### src/rtl/wbu_branch_if.sv
// Handshake bundle between execute, this writeback/branch stage and fetch.
// The slave view belongs to the stage; the master view to its environment.
interface wbu_branch_if;
    logic        ex_valid;
    logic        ex_ready;
    logic [31:0] ex_data;
    logic [31:0] ex_pc;
    logic [31:0] ex_target;
    logic [4:0]  ex_rd;
    logic [2:0]  ex_op;
    logic        npc_valid;
    logic        npc_ready;
    logic [31:0] npc;

    modport slave (
        input  ex_valid, ex_data, ex_pc, ex_target, ex_rd, ex_op, npc_ready,
        output ex_ready, npc_valid, npc
    );

    modport master (
        output ex_valid, ex_data, ex_pc, ex_target, ex_rd, ex_op, npc_ready,
        input  ex_ready, npc_valid, npc
    );
endinterface

### src/rtl/wbu_branch.sv
// Writeback and branch-resolution stage: decodes execute results, pulses GPR
// writes, offers the next PC to fetch and counts retired instructions.
module wbu_branch #(
    parameter logic [31:0] RESET_PC  = 32'h8000_0000,
    parameter int unsigned CNT_WIDTH = 32
) (
    input  logic                 clk,
    input  logic                 rst_n,
    wbu_branch_if.slave          bus,
    output logic                 gpr_wen,
    output logic [4:0]           gpr_waddr,
    output logic [31:0]          gpr_wdata,
    output logic                 bad_code,
    output logic [CNT_WIDTH-1:0] retire_cnt
);

    localparam logic [31:0] CODE_EQ = 32'd0;
    localparam logic [31:0] CODE_GT = 32'd2;
    localparam logic [31:0] CODE_LT = 32'd4;
    localparam logic [CNT_WIDTH-1:0] CNT_ONE = {{(CNT_WIDTH-1){1'b0}}, 1'b1};

    typedef enum logic {
        S_IDLE,
        S_SEND
    } state_t;

    state_t r_state;
    state_t w_state_nxt;

    logic                 w_fire;
    logic                 w_ready;
    logic                 w_eq;
    logic                 w_gt;
    logic                 w_lt;
    logic                 w_code_ok;
    logic                 w_cmp_op;
    logic                 w_bad;
    logic                 w_taken;
    logic                 w_writes;
    logic [31:0]          w_pc4;
    logic [31:0]          w_wdata;
    logic [31:0]          w_npc;

    logic                 r_gpr_wen;
    logic [4:0]           r_gpr_waddr;
    logic [31:0]          r_gpr_wdata;
    logic                 r_bad_code;
    logic [31:0]          r_npc;
    logic [CNT_WIDTH-1:0] r_retire_cnt;

    always_ff @(posedge clk) begin
        if (!rst_n) begin
            r_state <= S_IDLE;
        end else begin
            r_state <= w_state_nxt;
        end
    end

    // ex_ready depends only on state and npc_ready, never on ex_* inputs.
    always_comb begin
        w_state_nxt = r_state;
        w_ready     = 1'b0;
        case (r_state)
            S_IDLE: begin
                w_ready = 1'b1;
                if (bus.ex_valid) begin
                    w_state_nxt = S_SEND;
                end
            end
            S_SEND: begin
                w_ready = bus.npc_ready;
                if (bus.npc_ready) begin
                    w_state_nxt = bus.ex_valid ? S_SEND : S_IDLE;
                end
            end
            default: begin
                w_state_nxt = S_IDLE;
            end
        endcase
        w_fire = bus.ex_valid & w_ready;
    end

    always_comb begin
        w_eq      = (bus.ex_data == CODE_EQ);
        w_gt      = (bus.ex_data == CODE_GT);
        w_lt      = (bus.ex_data == CODE_LT);
        w_code_ok = w_eq | w_gt | w_lt;
        w_cmp_op  = (bus.ex_op == 3'd2) | bus.ex_op[2];
        w_bad     = w_cmp_op & ~w_code_ok;
        w_pc4     = bus.ex_pc + 32'd4;

        w_writes  = 1'b0;
        w_wdata   = '0;
        w_taken   = 1'b0;
        case (bus.ex_op)
            3'd1: begin
                w_writes = 1'b1;
                w_wdata  = bus.ex_data;
            end
            3'd2: begin
                w_writes = 1'b1;
                w_wdata  = {31'd0, w_lt};
            end
            3'd3: begin
                w_writes = 1'b1;
                w_wdata  = w_pc4;
                w_taken  = 1'b1;
            end
            // Invalid codes decode to not-taken because each term needs a legal code.
            3'd4:    w_taken = w_eq;
            3'd5:    w_taken = w_gt | w_lt;
            3'd6:    w_taken = w_lt;
            3'd7:    w_taken = w_eq | w_gt;
            default: w_taken = 1'b0;
        endcase
        w_npc = w_taken ? bus.ex_target : w_pc4;
    end

    always_ff @(posedge clk) begin
        if (!rst_n) begin
            r_gpr_wen    <= 1'b0;
            r_gpr_waddr  <= '0;
            r_gpr_wdata  <= '0;
            r_bad_code   <= 1'b0;
            r_npc        <= RESET_PC;
            r_retire_cnt <= '0;
        end else begin
            r_gpr_wen  <= w_fire & w_writes & (bus.ex_rd != 5'd0);
            r_bad_code <= w_fire & w_bad;
            if (w_fire) begin
                r_gpr_waddr  <= bus.ex_rd;
                r_gpr_wdata  <= w_wdata;
                r_npc        <= w_npc;
                r_retire_cnt <= r_retire_cnt + CNT_ONE;
            end
        end
    end

    assign bus.ex_ready  = w_ready;
    assign bus.npc_valid = (r_state == S_SEND);
    assign bus.npc       = r_npc;
    assign gpr_wen       = r_gpr_wen;
    assign gpr_waddr     = r_gpr_waddr;
    assign gpr_wdata     = r_gpr_wdata;
    assign bad_code      = r_bad_code;
    assign retire_cnt    = r_retire_cnt;

endmodule

### src/flat_wrapper.sv
// flat-port wrapper written by rule: the top's interface ports become plain ports
module wbu_branch_flat 
#(
    parameter logic [31:0] RESET_PC  = 32'h8000_0000,
    parameter int unsigned CNT_WIDTH = 32
)
  (clk, rst_n, gpr_wen, gpr_waddr, gpr_wdata, bad_code, retire_cnt, bus_ex_valid, bus_ex_data, bus_ex_pc, bus_ex_target, bus_ex_rd, bus_ex_op, bus_npc_ready, bus_ex_ready, bus_npc_valid, bus_npc);
  wbu_branch_if bus_i ();
  input  logic clk;
  input  logic rst_n;
  output logic gpr_wen;
  output logic [4:0] gpr_waddr;
  output logic [31:0] gpr_wdata;
  output logic bad_code;
  output logic [CNT_WIDTH-1:0] retire_cnt;
  input wire logic [$bits(bus_i.ex_valid)-1:0] bus_ex_valid;
  input wire logic [$bits(bus_i.ex_data)-1:0] bus_ex_data;
  input wire logic [$bits(bus_i.ex_pc)-1:0] bus_ex_pc;
  input wire logic [$bits(bus_i.ex_target)-1:0] bus_ex_target;
  input wire logic [$bits(bus_i.ex_rd)-1:0] bus_ex_rd;
  input wire logic [$bits(bus_i.ex_op)-1:0] bus_ex_op;
  input wire logic [$bits(bus_i.npc_ready)-1:0] bus_npc_ready;
  output wire logic [$bits(bus_i.ex_ready)-1:0] bus_ex_ready;
  output wire logic [$bits(bus_i.npc_valid)-1:0] bus_npc_valid;
  output wire logic [$bits(bus_i.npc)-1:0] bus_npc;
  assign bus_i.ex_valid = bus_ex_valid;
  assign bus_i.ex_data = bus_ex_data;
  assign bus_i.ex_pc = bus_ex_pc;
  assign bus_i.ex_target = bus_ex_target;
  assign bus_i.ex_rd = bus_ex_rd;
  assign bus_i.ex_op = bus_ex_op;
  assign bus_i.npc_ready = bus_npc_ready;
  assign bus_ex_ready = bus_i.ex_ready;
  assign bus_npc_valid = bus_i.npc_valid;
  assign bus_npc = bus_i.npc;
  wbu_branch #(.RESET_PC(RESET_PC), .CNT_WIDTH(CNT_WIDTH)) u_core (.clk(clk), .rst_n(rst_n), .bus(bus_i), .gpr_wen(gpr_wen), .gpr_waddr(gpr_waddr), .gpr_wdata(gpr_wdata), .bad_code(bad_code), .retire_cnt(retire_cnt));
endmodule
### config.mk
export PLATFORM = sky130hd
export DESIGN_NAME = wbu_branch_flat
export DESIGN_NICKNAME = d
export VERILOG_FILES = /design/src/rtl/wbu_branch_if.sv /design/src/rtl/wbu_branch.sv /design/src/flat_wrapper.sv
export SDC_FILE = /design/constraint.sdc
export NUM_CORES = 1
export LEC_CHECK = 0
export CAP_MARGIN = 20
export CORE_UTILIZATION = 44
export CTS_CLUSTER_DIAMETER = 200
export DETAILED_ROUTE_END_ITERATION = 6
export PLACE_DENSITY = 0.82
export SYNTH_ARGS = -nofsm -noshare
export SYNTH_HDL_FRONTEND = slang
export SYNTH_SLANG_ARGS = --single-unit
### constraint.sdc
create_clock -name clk -period 2.8 [get_ports clk]
set_clock_uncertainty 0.05 [all_clocks]
set_input_delay 0.56 -clock clk [delete_from_list [all_inputs] [get_ports clk]]
set_output_delay 0.56 -clock clk [all_outputs]
set_load 0.01 [all_outputs]
# Yosys cells after proc, flatten, opt, wreduce, memory -nomap -nowiden

Index checks and enable logic that the tools add are counted.

Register bits: 104
Input bits: 108
Output and inout bits: 105
Logic and storage cells: 40

Add/subtract/negate cells: 2
Equality and inequality tests: 9
Mux-type cells: 8
Bitwise operators: 11
Reduce and logical (&&, ||, !) cells: 3

Operators by type and width:

| cell                                           | count |
|---|---|
| case mux 32 bit (3 select lines)               | 1 |
| adder 32 x 1 -> 32 bit, second input constant  | 1 |
| adder 32 x 3 -> 32 bit, second input constant  | 1 |
| == test 32 x 2 -> 1 bit, second input constant | 1 |
| == test 32 x 3 -> 1 bit, second input constant | 1 |
| zero test 32 bit                               | 1 |
| 2-to-1 mux 32 bit                              | 1 |
| == test 3 bit, second input constant           | 4 |
| == test 3 x 2 -> 1 bit, second input constant  | 2 |
| AND 1 bit                                      | 5 |
| case mux 1 bit (5 select lines)                | 1 |
| nonzero test 5 bit                             | 1 |
| OR 1 bit                                       | 4 |
| case mux 1 bit (2 select lines)                | 2 |
| == test 3 x 1 -> 1 bit, second input constant  | 1 |
| 2-to-1 mux 1 bit                               | 3 |
| OR reduction 3 bit                             | 1 |
| inverter 1 bit                                 | 2 |

# Logic depth before layout (Yosys ltp)

Word-level depth: 6
Mapped depth: 9
Mapped depth without buffers: 6

# Worst setup path before layout

OpenSTA, ideal clock, no wires.

Kind: input-to-reg
Start point: in bus_ex_data[12]
End point: reg u_core.r_npc[15], in the netlist u_core.bus.npc[15]
Setup time: 0.145 ns
Arrival time: 2.099 ns
Required time: 2.605 ns
Setup slack: 0.507 ns
Cell stages on the path: 6
Buffers on the path: 1
Cell sequence: nor4_1 > nand4_1 > o31ai_1 > and2_1 > clkbuf_1 > o311ai_0

Longest elaborated chain between the ends: 4
Elaborated cells between the ends (all ways): 7
Those cells by class: 2 x eq/ne; 2 x mux; 2 x bitwise; 1 x reduce/logical

RTL lines:

| what                                                  | line                                 | RTL |
|---|---|---|
| start, declared                                       | flat_wrapper.sv:17                   | `input wire logic [$bits(bus_i.ex_data)-1:0] bus_ex_data;` |
| == test 32 x 2 -> 1 bit, or another cell as far along | wbu_branch.sv:85                     | `w_gt = (bus.ex_data == CODE_GT);` |
| OR 1 bit, on equally long branches                    | wbu_branch.sv:113, wbu_branch.sv:111 |  |
| case mux 1 bit (5 select lines) *                     | wbu_branch.sv:95                     | `case (bus.ex_op)` |
| 2-to-1 mux 32 bit *                                   | wbu_branch.sv:116                    | `w_npc = w_taken ? bus.ex_target : w_pc4;` |
| end signal, assigned                                  | wbu_branch.sv:133                    | `r_npc <= w_npc;` |
| end, declared                                         | wbu_branch.sv:48                     | `logic [31:0] r_npc;` |

Mark *: on every way between the ends. The rest lies on a longest branch, timed or not.
A chain may end at the register's enable or synchronous reset.

# Final worst setup path

Start point: in bus_npc_ready
End point: out bus_ex_ready

Longest elaborated chain between the ends: 1

RTL lines:

| what                            | line               | RTL |
|---|---|---|
| start, declared                 | flat_wrapper.sv:22 | `input wire logic [$bits(bus_i.npc_ready)-1:0] bus_npc_ready;` |
| case mux 1 bit (2 select lines) | wbu_branch.sv:63   | `case (r_state)` |
| end, declared                   | flat_wrapper.sv:23 | `output wire logic [$bits(bus_i.ex_ready)-1:0] bus_ex_ready;` |

Every way passes these cells.

==> out/metrics.cfg <==
[synthesis]
net_count_after_synthesis=750
synthFlopType=sky130_fd_sc_hd__dfxtp_1
asyncSetResetFlopFracSynth=0
seq_area_frac_synth=0.4012
ys_ff_latch=104
yosys_warnings=0
synth_edf_count=0
synth_area_per_cell_um2=8.109
postSynthCellCount=640
mappedNetlistArea_mm2=0.005190
ys_types=44

[routing]
drc_errors=0
route.layer.met1.wl_um=7410
dr.first_iter.drc_count=511
wire_per_inst_um=18.68
met3WireLength_um=1664
detailedRoute.firstPassIterationCount=5
route.met2.wl_um=9094
post_dr_vias_cell=6.055
antenna_left=0
maxUsedRoutingLayer=met4
detailroute.via_count=6049
routed_wl_um=18660

[sta]
fin_setup_tns_ns=0
maxSlewHeadroom=0.5404
maxSlewViolCount=0
report.final.setup_viol=0
worstMarginPinSlew_ns=0.6895
finalCriticalPeriod_ns=2.654
max_clock_freq_mhz=376.8
period_share=0.9478
hold_ws_ns=0.4046
rsz0062_at_grt=no
timing.final.hold_violations=0

[power]
power_density_mw_per_mm2=439.6
power.leakage_nw=2.739
vdd_drop_max_mv=0.2740

[critical_path]
crit_path_frequent_cell=sky130_fd_sc_hd__clkdlybuf4s50_1
critPathTopFamily=buffers and inverters
cp.arrival_ns=2.04
worstSetupEndpointType=primary output
timing.setup.critical_path_class=input port to primary output
cpMaxStageDelayCell=sky130_fd_sc_hd__clkdlybuf4s50_1
cp_num_buf_inv=4
worstSetupStartpointType=input port
crit_path_max_incr_delay_ns=0.49
cp_cell_sequence=clkdlybuf4s50_1, nor2b_1, inv_1, buf_4, clkdlybuf4s50_1
max_fo_critical_path=3
critPathRequiredTime_ns=2.19

[global_routing]
antenna_found_initial=0
grt_overflow_total=0
first_pass_grt_wire_length_um=29590
largest_net_degree_at_the_start_of_global_routing=65
gr-usage-all-layers=0.3000
first_global_vias=5801

[floorplan]
fp.dieH_um=110.6
io_pins=213
fp.dieW_um=110.6
design.die.area_mm2=0.01223
initial_utilization=0.4526
core-area_mm2=0.01147
core.rowCount=39

[cts]
count_of_cells_resized_by_post_cts_repair=0
cts_hold_buffers=0
cts-buffers-inserted=9
cts_root_buffer=sky130_fd_sc_hd__clkbuf_16
clkTransAtPathRegs_ns=0.07
cts_tree=done
numClockSinks=104
insertion_delay_ns=0.34
cts_setup_buffers=0
ctsLongestPathBuffers=2
cts.htree.levels=3

[place]
routability_congestion=0.9526
numPortBuffers=212
detailedPlacementHpwl_um=13960
place.detailed.instances=984
postPlaceCellArea_mm2=0.007631

[final_layout]
layout.cell_area.non_filler_mm2=0.007934
layoutNonFillerInstCount=999
finish.utilization=0.6919
num_antenna_cells=0
design.final.nets=962
fraction_of_layout_cells_with_a_size_suffix_above_1=0.07126
area_delta_synth_final_pct=52.87

[run]
max_cap_violations=0

[outcome]
status=complete, no violations

[min_path]
holdCritPathClass=flip-flop to flip-flop

cells in the mapped netlist, types with 14 or more instances:
cell	number	area, um2
sky130_fd_sc_hd__and3_1	34	212.7
sky130_fd_sc_hd__clkbuf_1	44	165.2
sky130_fd_sc_hd__xor2_1	34	297.8
sky130_fd_sc_hd__nor4_1	14	87.58
sky130_fd_sc_hd__a21oi_1	24	120.1
sky130_fd_sc_hd__nand4_1	21	131.4
sky130_fd_sc_hd__xnor2_1	14	122.6
sky130_fd_sc_hd__nand3_1	79	395.4
sky130_fd_sc_hd__nand2_1	56	210.2
sky130_fd_sc_hd__nor2_1	38	142.6
sky130_fd_sc_hd__nor3_1	15	75.07
sky130_fd_sc_hd__o21ai_0	43	215.2
sky130_fd_sc_hd__o311ai_0	24	210.2
sky130_fd_sc_hd__dfxtp_1	104	2082
sky130_fd_sc_hd__a22oi_1	22	165.2
placed cells by master (no fill, tap or decap), types with 9 or more instances in the layout:
| master | instances |
|---|---|
| sky130_fd_sc_hd__clkbuf_16 | 9 |
| sky130_fd_sc_hd__a22oi_1 | 22 |
| sky130_fd_sc_hd__xnor2_1 | 14 |
| sky130_fd_sc_hd__buf_4 | 35 |
| sky130_fd_sc_hd__dfxtp_1 | 104 |
| sky130_fd_sc_hd__nand2_1 | 55 |
| sky130_fd_sc_hd__o311ai_0 | 24 |
| sky130_fd_sc_hd__and3_1 | 34 |
| sky130_fd_sc_hd__nand4_1 | 21 |
| sky130_fd_sc_hd__nand3_1 | 79 |
| sky130_fd_sc_hd__nor2_1 | 37 |
| sky130_fd_sc_hd__clkdlybuf4s50_1 | 211 |
| sky130_fd_sc_hd__nor4_1 | 13 |
| sky130_fd_sc_hd__a21oi_1 | 24 |
| sky130_fd_sc_hd__o21ai_0 | 43 |
| sky130_fd_sc_hd__nor3_1 | 15 |
| sky130_fd_sc_hd__xor2_1 | 34 |
sequential cells by signal, summed over array words and instances, names as in the netlist:
name,count
u_core.bus.npc,32
u_core.gpr_wdata,32
u_core.retire_cnt,32
u_core.gpr_waddr,5
u_core.bad_code,1
u_core.bus.npc_valid,1
u_core.gpr_wen,1
through the flow:
step	power (mW)	setup slack [ns]
final	3.487	0.1461
after global routing	3.604	0.08968
after floorplan	1.806	0.5067
after detailed placement	2.189	-0.1300
after CTS	3.489	0.1459
after global placement	2.180	-0.06025
cell type report:
class / instances / area, um2
multi-input cells: 481 / 2924
flip-flops and latches: 104 / 2082
clock buffers: 11 / 232.7
well taps: 143 / 178.9
clock inverters: 4 / 70.07
inverters: 7 / 26.28
fillers: 913 / 3533
repair buffers: 249 / 2420
cell families after synthesis:
family / count (synthesis) / share of synthesized area
AOI/OAI and AO/OA: 143 / 0.1827
xor gates and xnor gates: 48 / 0.08100
adders and majority gates: 2 / 0.004821
buffers and inverters: 55 / 0.04050
DFF: 104 / 0.4012
and+or+nand+nor: 288 / 0.2898
where the power goes:
group | total, mW | internal (mW) | switching [mW]
registers | 1.56 | 1.53 | 0.0322
clock network | 1.32 | 0.777 | 0.543
logic | 0.605 | 0.313 | 0.292
worst reg2reg max path: cells and delay by family (launching register included):
kind | cells | cell delay [ns]
AND/OR/NAND/NOR | 4 | 1.69
flip-flops | 1 | 0.44
AO/OA/AOI/OAI | 1 | 0.15
worst paths after layout:
check | start | to | slack [ns] | depth (start not counted)
setup / recovery | bus_npc_ready | bus_ex_ready | 0.15 | 5
hold / removal | u_core.gpr_waddr[0]$_SDFFE_PN0P_ | u_core.gpr_waddr[0]$_SDFFE_PN0P_ | 0.40 | 2
setup reg to reg | u_core.retire_cnt[16]$_SDFFE_PN0P_ | u_core.retire_cnt[27]$_SDFFE_PN0P_ | 0.40 | 5
hold reg to reg | u_core.gpr_waddr[0]$_SDFFE_PN0P_ | u_core.gpr_waddr[0]$_SDFFE_PN0P_ | 0.40 | 2
metal layers:
layer  up-vias  GRT usage
met3        36    0.06257
met5         -          0
li1       2794          -
met1      2847     0.3683
met4         0     0.1076
met2       372     0.5168
No activity file was read; power rests on OpenSTA's default activity.
